$ cat config.mk
export PLATFORM = sky130hd
export DESIGN_NAME = bcd_time_counter
export DESIGN_NICKNAME = d
export VERILOG_FILES = /design/src/rtl/bcd_time_counter.sv
export SDC_FILE = /design/constraint.sdc
export NUM_CORES = 1
export LEC_CHECK = 0
export ABC_AREA = 1
export ABC_CLOCK_PERIOD_IN_PS = 2200
export CAP_MARGIN = 30
export CORE_MARGIN = 5
export CORE_UTILIZATION = 40
export DETAILED_ROUTE_END_ITERATION = 12
export SLEW_MARGIN = 25
export SYNTH_ARGS = -nofsm -noshare
export SYNTH_HDL_FRONTEND = slang
export SYNTH_SLANG_ARGS = --single-unit
$ cat constraint.sdc
create_clock -name clk -period 2.2 [get_ports clk]
set_clock_uncertainty 0.2 [all_clocks]
set_input_delay 0.22 -clock clk [delete_from_list [all_inputs] [get_ports clk]]
set_output_delay 0.22 -clock clk [all_outputs]
set_load 0.1 [all_outputs]
$ cat src/rtl/bcd_time_counter.sv
// BCD stopwatch/timer core: cascaded per-digit time value (min:sec.ms)
// counting up or down on a 1 kHz tick, with preset load, saturate-or-wrap
// at the limits, and a lap-freeze display snapshot.
module bcd_time_counter #(
  parameter int MIN_DIGITS = 2,
  parameter bit WRAP       = 1'b0,
  localparam int W         = 4*(5+MIN_DIGITS)
) (
  input  logic         clk,
  input  logic         rst,
  input  logic         tick,
  input  logic         enable,
  input  logic         clear,
  input  logic         load,
  input  logic [W-1:0] load_bcd,
  input  logic         down,
  input  logic         lap,
  output logic [W-1:0] count_bcd,
  output logic [W-1:0] disp_bcd,
  output logic         lap_active,
  output logic         at_limit,
  output logic         done
);

  localparam int ND = 5 + MIN_DIGITS;

  typedef enum logic {LIVE = 1'b0, FROZEN = 1'b1} lap_state_t;

  // Digit 4 is the seconds-tens digit (0..5); every other digit is 0..9.
  function automatic logic [3:0] digit_max(input int i);
    return (i == 4) ? 4'd5 : 4'd9;
  endfunction

  function automatic logic [W-1:0] max_val();
    logic [W-1:0] r;
    r = '0;
    for (int i = 0; i < ND; i++) r[4*i +: 4] = digit_max(i);
    return r;
  endfunction

  // Ripple carry across all digits in one cycle.
  function automatic logic [W-1:0] inc_bcd(input logic [W-1:0] v);
    logic [W-1:0] r;
    logic         c;
    logic [3:0]   d;
    r = v;
    c = 1'b1;
    for (int i = 0; i < ND; i++) begin
      d = v[4*i +: 4];
      if (c) begin
        if (d == digit_max(i)) begin
          r[4*i +: 4] = 4'd0;
        end else begin
          r[4*i +: 4] = d + 4'd1;
          c = 1'b0;
        end
      end
    end
    return r;
  endfunction

  // Mirror borrow chain: a zero digit reloads to its maximum and borrows.
  function automatic logic [W-1:0] dec_bcd(input logic [W-1:0] v);
    logic [W-1:0] r;
    logic         b;
    logic [3:0]   d;
    r = v;
    b = 1'b1;
    for (int i = 0; i < ND; i++) begin
      d = v[4*i +: 4];
      if (b) begin
        if (d == 4'd0) begin
          r[4*i +: 4] = digit_max(i);
        end else begin
          r[4*i +: 4] = d - 4'd1;
          b = 1'b0;
        end
      end
    end
    return r;
  endfunction

  // Clamp out-of-range preset digits to their legal maximum.
  function automatic logic [W-1:0] sanitise(input logic [W-1:0] v);
    logic [W-1:0] r;
    r = v;
    for (int i = 0; i < ND; i++) begin
      if (v[4*i +: 4] > digit_max(i)) r[4*i +: 4] = digit_max(i);
    end
    return r;
  endfunction

  localparam logic [W-1:0] MAX_VAL = max_val();

  logic [W-1:0] count_q, count_d;
  logic [W-1:0] snap_q, snap_d;
  logic         done_q, done_d;
  lap_state_t   lap_state_q, lap_state_d;
  logic [W-1:0] lim_val;
  logic         step;

  assign lim_val = down ? {W{1'b0}} : MAX_VAL;
  assign at_limit = (count_q == lim_val);
  assign step = tick & enable;

  // Count next-state: clear > load > step; done only when a real step lands on the limit.
  always_comb begin
    count_d = count_q;
    done_d  = 1'b0;
    if (clear) begin
      count_d = '0;
    end else if (load) begin
      count_d = sanitise(load_bcd);
    end else if (step) begin
      if (at_limit) begin
        if (WRAP) count_d = down ? MAX_VAL : {W{1'b0}};
      end else begin
        count_d = down ? dec_bcd(count_q) : inc_bcd(count_q);
        done_d  = ((down ? dec_bcd(count_q) : inc_bcd(count_q)) == lim_val);
      end
    end
  end

  // Lap FSM: LIVE captures the pre-update count on a lap pulse; clear forces LIVE.
  always_comb begin
    lap_state_d = lap_state_q;
    snap_d      = snap_q;
    if (clear) begin
      lap_state_d = LIVE;
      snap_d      = '0;
    end else if (lap) begin
      case (lap_state_q)
        LIVE: begin
          lap_state_d = FROZEN;
          snap_d      = count_q;
        end
        FROZEN:  lap_state_d = LIVE;
        default: lap_state_d = LIVE;
      endcase
    end
  end

  // State registers with synchronous reset.
  always_ff @(posedge clk) begin
    if (rst) begin
      count_q     <= '0;
      snap_q      <= '0;
      done_q      <= 1'b0;
      lap_state_q <= LIVE;
    end else begin
      count_q     <= count_d;
      snap_q      <= snap_d;
      done_q      <= done_d;
      lap_state_q <= lap_state_d;
    end
  end

  assign count_bcd  = count_q;
  assign lap_active = (lap_state_q == FROZEN);
  assign disp_bcd   = lap_active ? snap_q : count_q;
  assign done       = done_q;

endmodule

==> flow_summary.json <==
{
  "status": "complete, but fails checks",
  "violations": "setup timing",
  "firstDrtPassIters": 7,
  "worstPathRequired_ns": 1.78,
  "cts_inserted_buffers": 9,
  "crit_slowest_cell": "dfxtp_4",
  "utilization": 0.6516,
  "synth_ff_type": "dfxtp_1",
  "max_cap_violations": 0,
  "antenna_found_initial": 0,
  "synth.cell_area_um2": 4611,
  "place_area_um2": 6775,
  "synthArstFlopShare": 0,
  "synth_top_cell_area_share": 0.2518,
  "worst_slew_margin_rel": 0.7354,
  "synth_area_leader_cell": "dfxtp_1",
  "route.vias.total": 5908,
  "grt_pass1_vias": 5669,
  "drcViolationCount": 0,
  "powerDensity_nw_per_um2": 569.6,
  "hold_viol": 0,
  "drive_above_1_share": 0.3365,
  "grt_setup_unrepaired": "true",
  "worstPathMaxFanout": 5,
  "wl_mm": 17.85,
  "fillerInstances": 1045,
  "crit_family": "buffers and inverters",
  "dieHeight_um": 117.4,
  "final_cell_mix": "nand2_1 (217), buf_4 (125), nor2_1 (91)",
  "synth-seq-area-share": 0.2518,
  "ys_ff_latch": 58,
  "synthCells": 777,
  "first_iter_violations": 433,
  "dpl.hpwl_mm": 13.67,
  "path_cells": "nor2_4, buf_4, buf_4, nand3_1, nor2_1, nand3_2, buf_6, clkinvlp_4, buf_12",
  "fmax_mhz": 453.9,
  "end_kind": "primary output",
  "core_area_um2": 11370,
  "holdCritPathClass": "in2reg",
  "synth-edff-count": 0,
  "slowest_delay_ns": 0.36,
  "crit_path_start_kind": "flop",
  "ys_types": 42,
  "viasPerCell": 5.415,
  "die_w_um": 117.4,
  "fin_tns_setup_ns": -0.002943,
  "gr-total-overflow": 0,
  "grt_max_degree": 58,
  "finalCritPeriodShare": 1.001,
  "internal-power_w": 0.002661,
  "synth_warnings": 0,
  "ioPinCount": 95,
  "combPwrFrac": 0.357,
  "htreeDepth": 3,
  "p_clk_frac": 0.370,
  "worstPathBufferInverterCount": 5,
  "clkSinkCount": 58,
  "leakage_nw": 3.329,
  "p_seq_frac": 0.274,
  "synth.net_count": 813,
  "slew_viol_final": 0,
  "antenna_left": 0,
  "clk_latency_ns": 0.34,
  "area_delta_synth_final_pct": 60.68,
  "syn_avg_cell_area_um2": 5.934,
  "clkSlewWorstSetupHoldPaths_ns": 0.05,
  "initial_utilization": 0.4055,
  "fin_crit_ns": 2.203,
  "setup_violations": 1,
  "rows": 39,
  "fin_area_um2": 7408,
  "clk_path_buf_depth": 2,
  "p_sw_w": 0.001559,
  "grt_use_total": 0.2523,
  "power_w": 0.004220,
  "synthTopCellsByArea": "dfxtp_1 (25%), nand2_1 (19%), nor2_1 (8.1%)",
  "wire_per_inst_um": 16.36,
  "whs_ns": 0.2740,
  "cts-root-buf": "clkbuf_16",
  "crit_top_cell": "buf_4",
  "layout_setup_ws_ns": -0.002943,
  "critical_path_arrival_ns": 1.78,
  "port_buffers": 94,
  "die_area_um2": 13770,
  "cts_tree": "built",
  "final_common_cell": "nand2_1",
  "critPathKind": "reg2out",
  "globalplace.congestion": 0.9258,
  "antenna_cells": 0,
  "switching_share": 0.3694,
  "fin_nets": 979,
  "grt_pass1_wl_mm": 28.84,
  "worstMarginPinSlew_ns": 0.3969,
  "peakVddDrop_mv": 0.4104
}
worst reg2reg max path, stage by stage, from the launching register on:
cell and delay (ns):
dfxtp_4 0.36, nor2_4 0.17, nand2_4 0.09, nor2_8 0.20, buf_6 0.14, nand3_2 0.10
nand2_2 0.10, nand2_1 0.07, nand2_1 0.09, nand3_2 0.09, nor2_2 0.13, nand3_1 0.10
nor2_1 0.13, nand3_1 0.08, nor2_1 0.08
Yosys cell counts (3+ instances only):
| cell type | count |
|---|---|
| nor2_1 | 99 |
| a211oi_1 | 32 |
| buf_4 | 4 |
| clkbuf_1 | 23 |
| nand2_2 | 9 |
| inv_1 | 52 |
| a31oi_1 | 14 |
| nor3_1 | 3 |
| buf_2 | 11 |
| a21oi_1 | 27 |
| xor2_1 | 6 |
| nand4_1 | 7 |
| nor2_4 | 8 |
| o21ai_1 | 11 |
| buf_1 | 3 |
| nand3_1 | 56 |
| nand2_1 | 228 |
| nor2_2 | 4 |
| o21ai_0 | 71 |
| inv_2 | 16 |
| dfxtp_1 | 58 |
| o211ai_1 | 6 |
flip-flops by register name (all words and copies together) (netlist names):
| signal | flops |
|---|---|
| count_bcd | 28 |
| snap_q | 28 |
| done | 1 |
| lap_active | 1 |
area by class of cell:
| cell class | instances | area, um^2 | area share |
|---|---|---|---|
| timing repair buffer | 199 | 2026 | 0.2734 |
| sequential | 58 | 1260 | 0.1701 |
| clock inverter | 2 | 10.01 | 0.001351 |
| multi-input combinational | 606 | 3332 | 0.4498 |
| clock buffer | 14 | 329.1 | 0.04442 |
| inverter | 69 | 272.8 | 0.03682 |
| tap | 143 | 178.9 | 0.02415 |
worst paths after layout:
kind | from | endpoint | slack, ns | depth (start not counted)
max reg2reg | count_bcd[6] | done | 0.01 | 14
min reg2reg | snap_q[5] | snap_q[5] | 0.29 | 2
max | count_bcd[6] | at_limit | -0.003 | 9
min | load_bcd[22] | count_bcd[22] | 0.27 | 3
timing repair:
action / 4_1_cts / 5_1_grt
pin swaps: 1 / 31
hold buffers: 0 / 0
setup endpoints to repair: 2 / 24
setup buffers: 2 / 13
gates resized for setup: 5 / 55
metrics by stage:
step / cells / setup slack, ns
4_1_cts: 1078 / -0.001526
3_3_place_gp: 1060 / -0.2408
3_5_place_dp: 1060 / -0.3169
5_1_grt: 1091 / -0.1518
6_report: 1091 / -0.002943
2_1_floorplan: 777 / 0.006161
power groups by stage:
stage | combinational (W) | sequential [W] | clock [W]
CTS | 0.00143 | 0.00115 | 0.00157
global route | 0.00161 | 0.00116 | 0.00161
floorplan | 0.000749 | 0.00131 | 0
finish | 0.00151 | 0.00115 | 0.00156
detailed placement | 0.00142 | 0.00117 | 0
global placement | 0.00141 | 0.00117 | 0
logic make-up (layout without fill, tap and decap cells):
logic type	Yosys count	count (layout)	share of synthesized area
flops	58	58	0.2518
buf+inv	113	284	0.1010
simple gates	425	425	0.4117
xor+xnor	6	6	0.01140
compound gates	175	175	0.2241
per-layer routing:
layer  GRT usage  up-vias  share of wire
met1      0.3452     2714           0.44
li1            -     2926              -
met2      0.3943      236           0.47
met5           0        -              0
met3     0.04572       32          0.066
met4     0.09427        0          0.024
Power figures use the tool's default switching activity.
==> RTL edit, RTL diff (config.mk and constraints unchanged) <==
The output `done` loses its register stage (`done_q` becomes a continuous assignment).
--- a/src/rtl/bcd_time_counter.sv
+++ b/src/rtl/bcd_time_counter.sv
@@ -147,3 +147,2 @@
       snap_q      <= '0;
-      done_q      <= 1'b0;
       lap_state_q <= LIVE;
@@ -152,3 +151,2 @@
       snap_q      <= snap_d;
-      done_q      <= done_d;
       lap_state_q <= lap_state_d;
@@ -156,2 +154,4 @@
   end
+
+  assign done_q = done_d;
 
Formal check against the unedited RTL: not equivalent (a bounded check fails within 4 cycles, from zero or initial values).
==> RTL edit against the unedited design <==
- sequential cell count shrank 1
- largest power group is now combinational cells
- sequential power shrank 3%
- sequential share of layout area shrank 2.7 points
- total power grew 6.9%
- routed wire length grew 13%
- critical path depth grew 8
- worst setup slack lost 720 ps
- area after synthesis grew 1.7%
- count of clock-buffer cells in the layout shrank 2
- non-clock buffer count grew 93
- hold slack gained 16 ps
- largest cell class unchanged
- cell area grew 16%
- the flow still finishes with violations (setup timing)
==> RTL edit: results (changes against the unedited design) <==
* outcome: complete, but fails checks, unchanged
* violated checks: setup timing, unchanged
* maximum fanout along the worst path: 4, was 5
* Sum Neg Setup Slack: -6480 ps, was -2.94 ps
* number of distinct library cells after synthesis: 36, was 42
* setup slack after layout: -721 ps, was -2.94 ps
* placed instance area: 0.00745 sq mm, was 0.00678 sq mm
* RePlAce Congestion: 0.978, was 0.926
* min-delay src: snap_q[20], was load_bcd[22]
* H-tree levels: 3, unchanged
* antenna violations before repair: 0, unchanged
* wire length per cell: 16.7 microns, was 16.4 microns
* first-pass GRT wire length: 31.7 mm, was 28.8 mm
* synthesized netlist net count: 840, was 813
* DRC marker count from the first detailed-route iteration: 689, was 433
* worst slack at placement: -589 ps, was -317 ps
* pin count of the biggest net entering global routing: 60, was 58
* most used standard cell by instance count after synthesis: nand2_1, unchanged
* fraction of the yosys area taken by sequential cells: 0.243, was 0.252
* class of the tightest hold or removal check: register to register, was input pin to register
* multi-input gate area in the final layout: 0.00364 sq mm, was 0.00333 sq mm
* clock transition at the registers of the reported paths: 60 ps
* vias in the first global route: 6,259, was 5,669
* startpoint of the most critical register-to-register path: count_bcd[3], was count_bcd[6]
* all-layer global routing usage: 0.277, was 0.252
* top routing layer in use: met4, unchanged
* final setup violation count: 30, was 1
* static power due to leakage: 3.93 nW, was 3.33 nW
* clock buffers created by TritonCTS: 9, unchanged
* router iterations before antenna repair: 8, was 7
* Max IR drop VDD: 566 uV, was 410 uV
* leading post-synthesis cells by cell area: dfxtp_1, nand2_1, o21ai_0, was dfxtp_1, nand2_1, nor2_1
* WP data arrival: 2500 ps, was 1780 ps
* r2r worst-path depth: 15, was 14
* post-DP HPWL: 14.6 mm, was 13.7 mm
* detailed-routing wirelength on met1: 8.59 mm, was 7.92 mm
* worst hold slack: 290 ps, was 274 ps
* capturing point of the worst reg2reg path: count_bcd[13], was done
* endpoint with the worst hold slack: snap_q[20], was count_bcd[22]
* Min-Delay Path Depth: 2, was 3
* Met3 Wirelength: 1.59 mm, was 1.18 mm
* Worst setup startpoint: count_bcd[7], was count_bcd[6]
* routed length on met2: 9.35 mm, was 8.31 mm
* Async S/R FF share, synth: 0, unchanged
* Post-Syn Instances: 804, was 777
* top cells by instance count after synthesis: nand2_1, o21ai_0, nor2_1, was nand2_1, nor2_1, o21ai_0
* total of fill cells in the finished design: 892, was 1,045
* number of cells in the finished layout apart from fillers: 1,206, was 1,091
* delay of the slowest cell on the worst path: 370 ps
* capturing instance or port of the critical path: done, was at_limit
* Max clock buf depth: 2, unchanged
* Slew Limit Headroom: 0.714, was 0.735
* worst setup slack for register-to-register paths: -280 ps, was 10 ps
* ratio of cells with drive above 1 in the final layout: 0.441, was 0.336
* count of nets after finishing: 1,094, was 979
* post-detailed-route via-to-cell ratio: 5.43, was 5.42
[RTL edit: changes by cell type in the layout (fill, tap and decap cells not counted), moves of 5 or more]
| cell | before | now |
|---|---|---|
| a21oi_1 | 26 | 14 |
| a21oi_2 | 1 | 9 |
| buf_16 | 0 | 5 |
| buf_4 | 125 | 195 |
| buf_6 | 5 | 18 |
| nand2_2 | 15 | 30 |
| nand4_1 | 7 | 12 |
| nor2_1 | 91 | 76 |
| nor2_4 | 15 | 20 |
| o21ai_2 | 18 | 30 |
[RTL edit: layout make-up]
type	instances	share of cell area
Clock buffer	12	0.0335
Clock inverter	4	0.00624
Inverter	71	0.0340
Multi-Input combinational cell	627	0.422
Sequential cell	57	0.144
Tap cell	143	0.0207
Timing Repair Buffer	292	0.340
[RTL edit: what timing repair did]
| action | in CTS | in global routing |
|---|---|---|
| gates resized for setup | 103 | 49 |
| cloned | 5 | 0 |
| pin swaps | 39 | 36 |
| endpoints found under the setup margin | 28 | 31 |
| setup buffers | 20 | 10 |
| endpoints found under the hold margin | 0 | 0 |
[RTL edit: layer usage]
metal,global-route usage,vias up
met2,0.434,318
met4,0.130,0
met3,0.0482,53
met1,0.370,3008
li1,-,3175
met5,0,-
[RTL edit: report_power, final]
part	switching [mW]	leakage (nW)	internal (mW)
sequential	0.0481	0.485	1.06
combinational	1.10	3.28	0.713
clock	0.538	0.170	1.05
[RTL edit: cell families (layout without fill, tap and decap cells)]
group,count (synthesis),in the layout,synth area share
and+or+nand+nor,449,449,0.429
AOI/OAI and AO/OA,175,175,0.213
buffers and inverters,120,379,0.109
DFF,57,57,0.243
xor gates and xnor gates,3,3,0.00560
[RTL edit: critical path: cells and delay by family (launching register included)]
family / cells / cell delay, ps
flops: 1 / 370
buf+inv: 4 / 500
simple gates: 13 / 1280
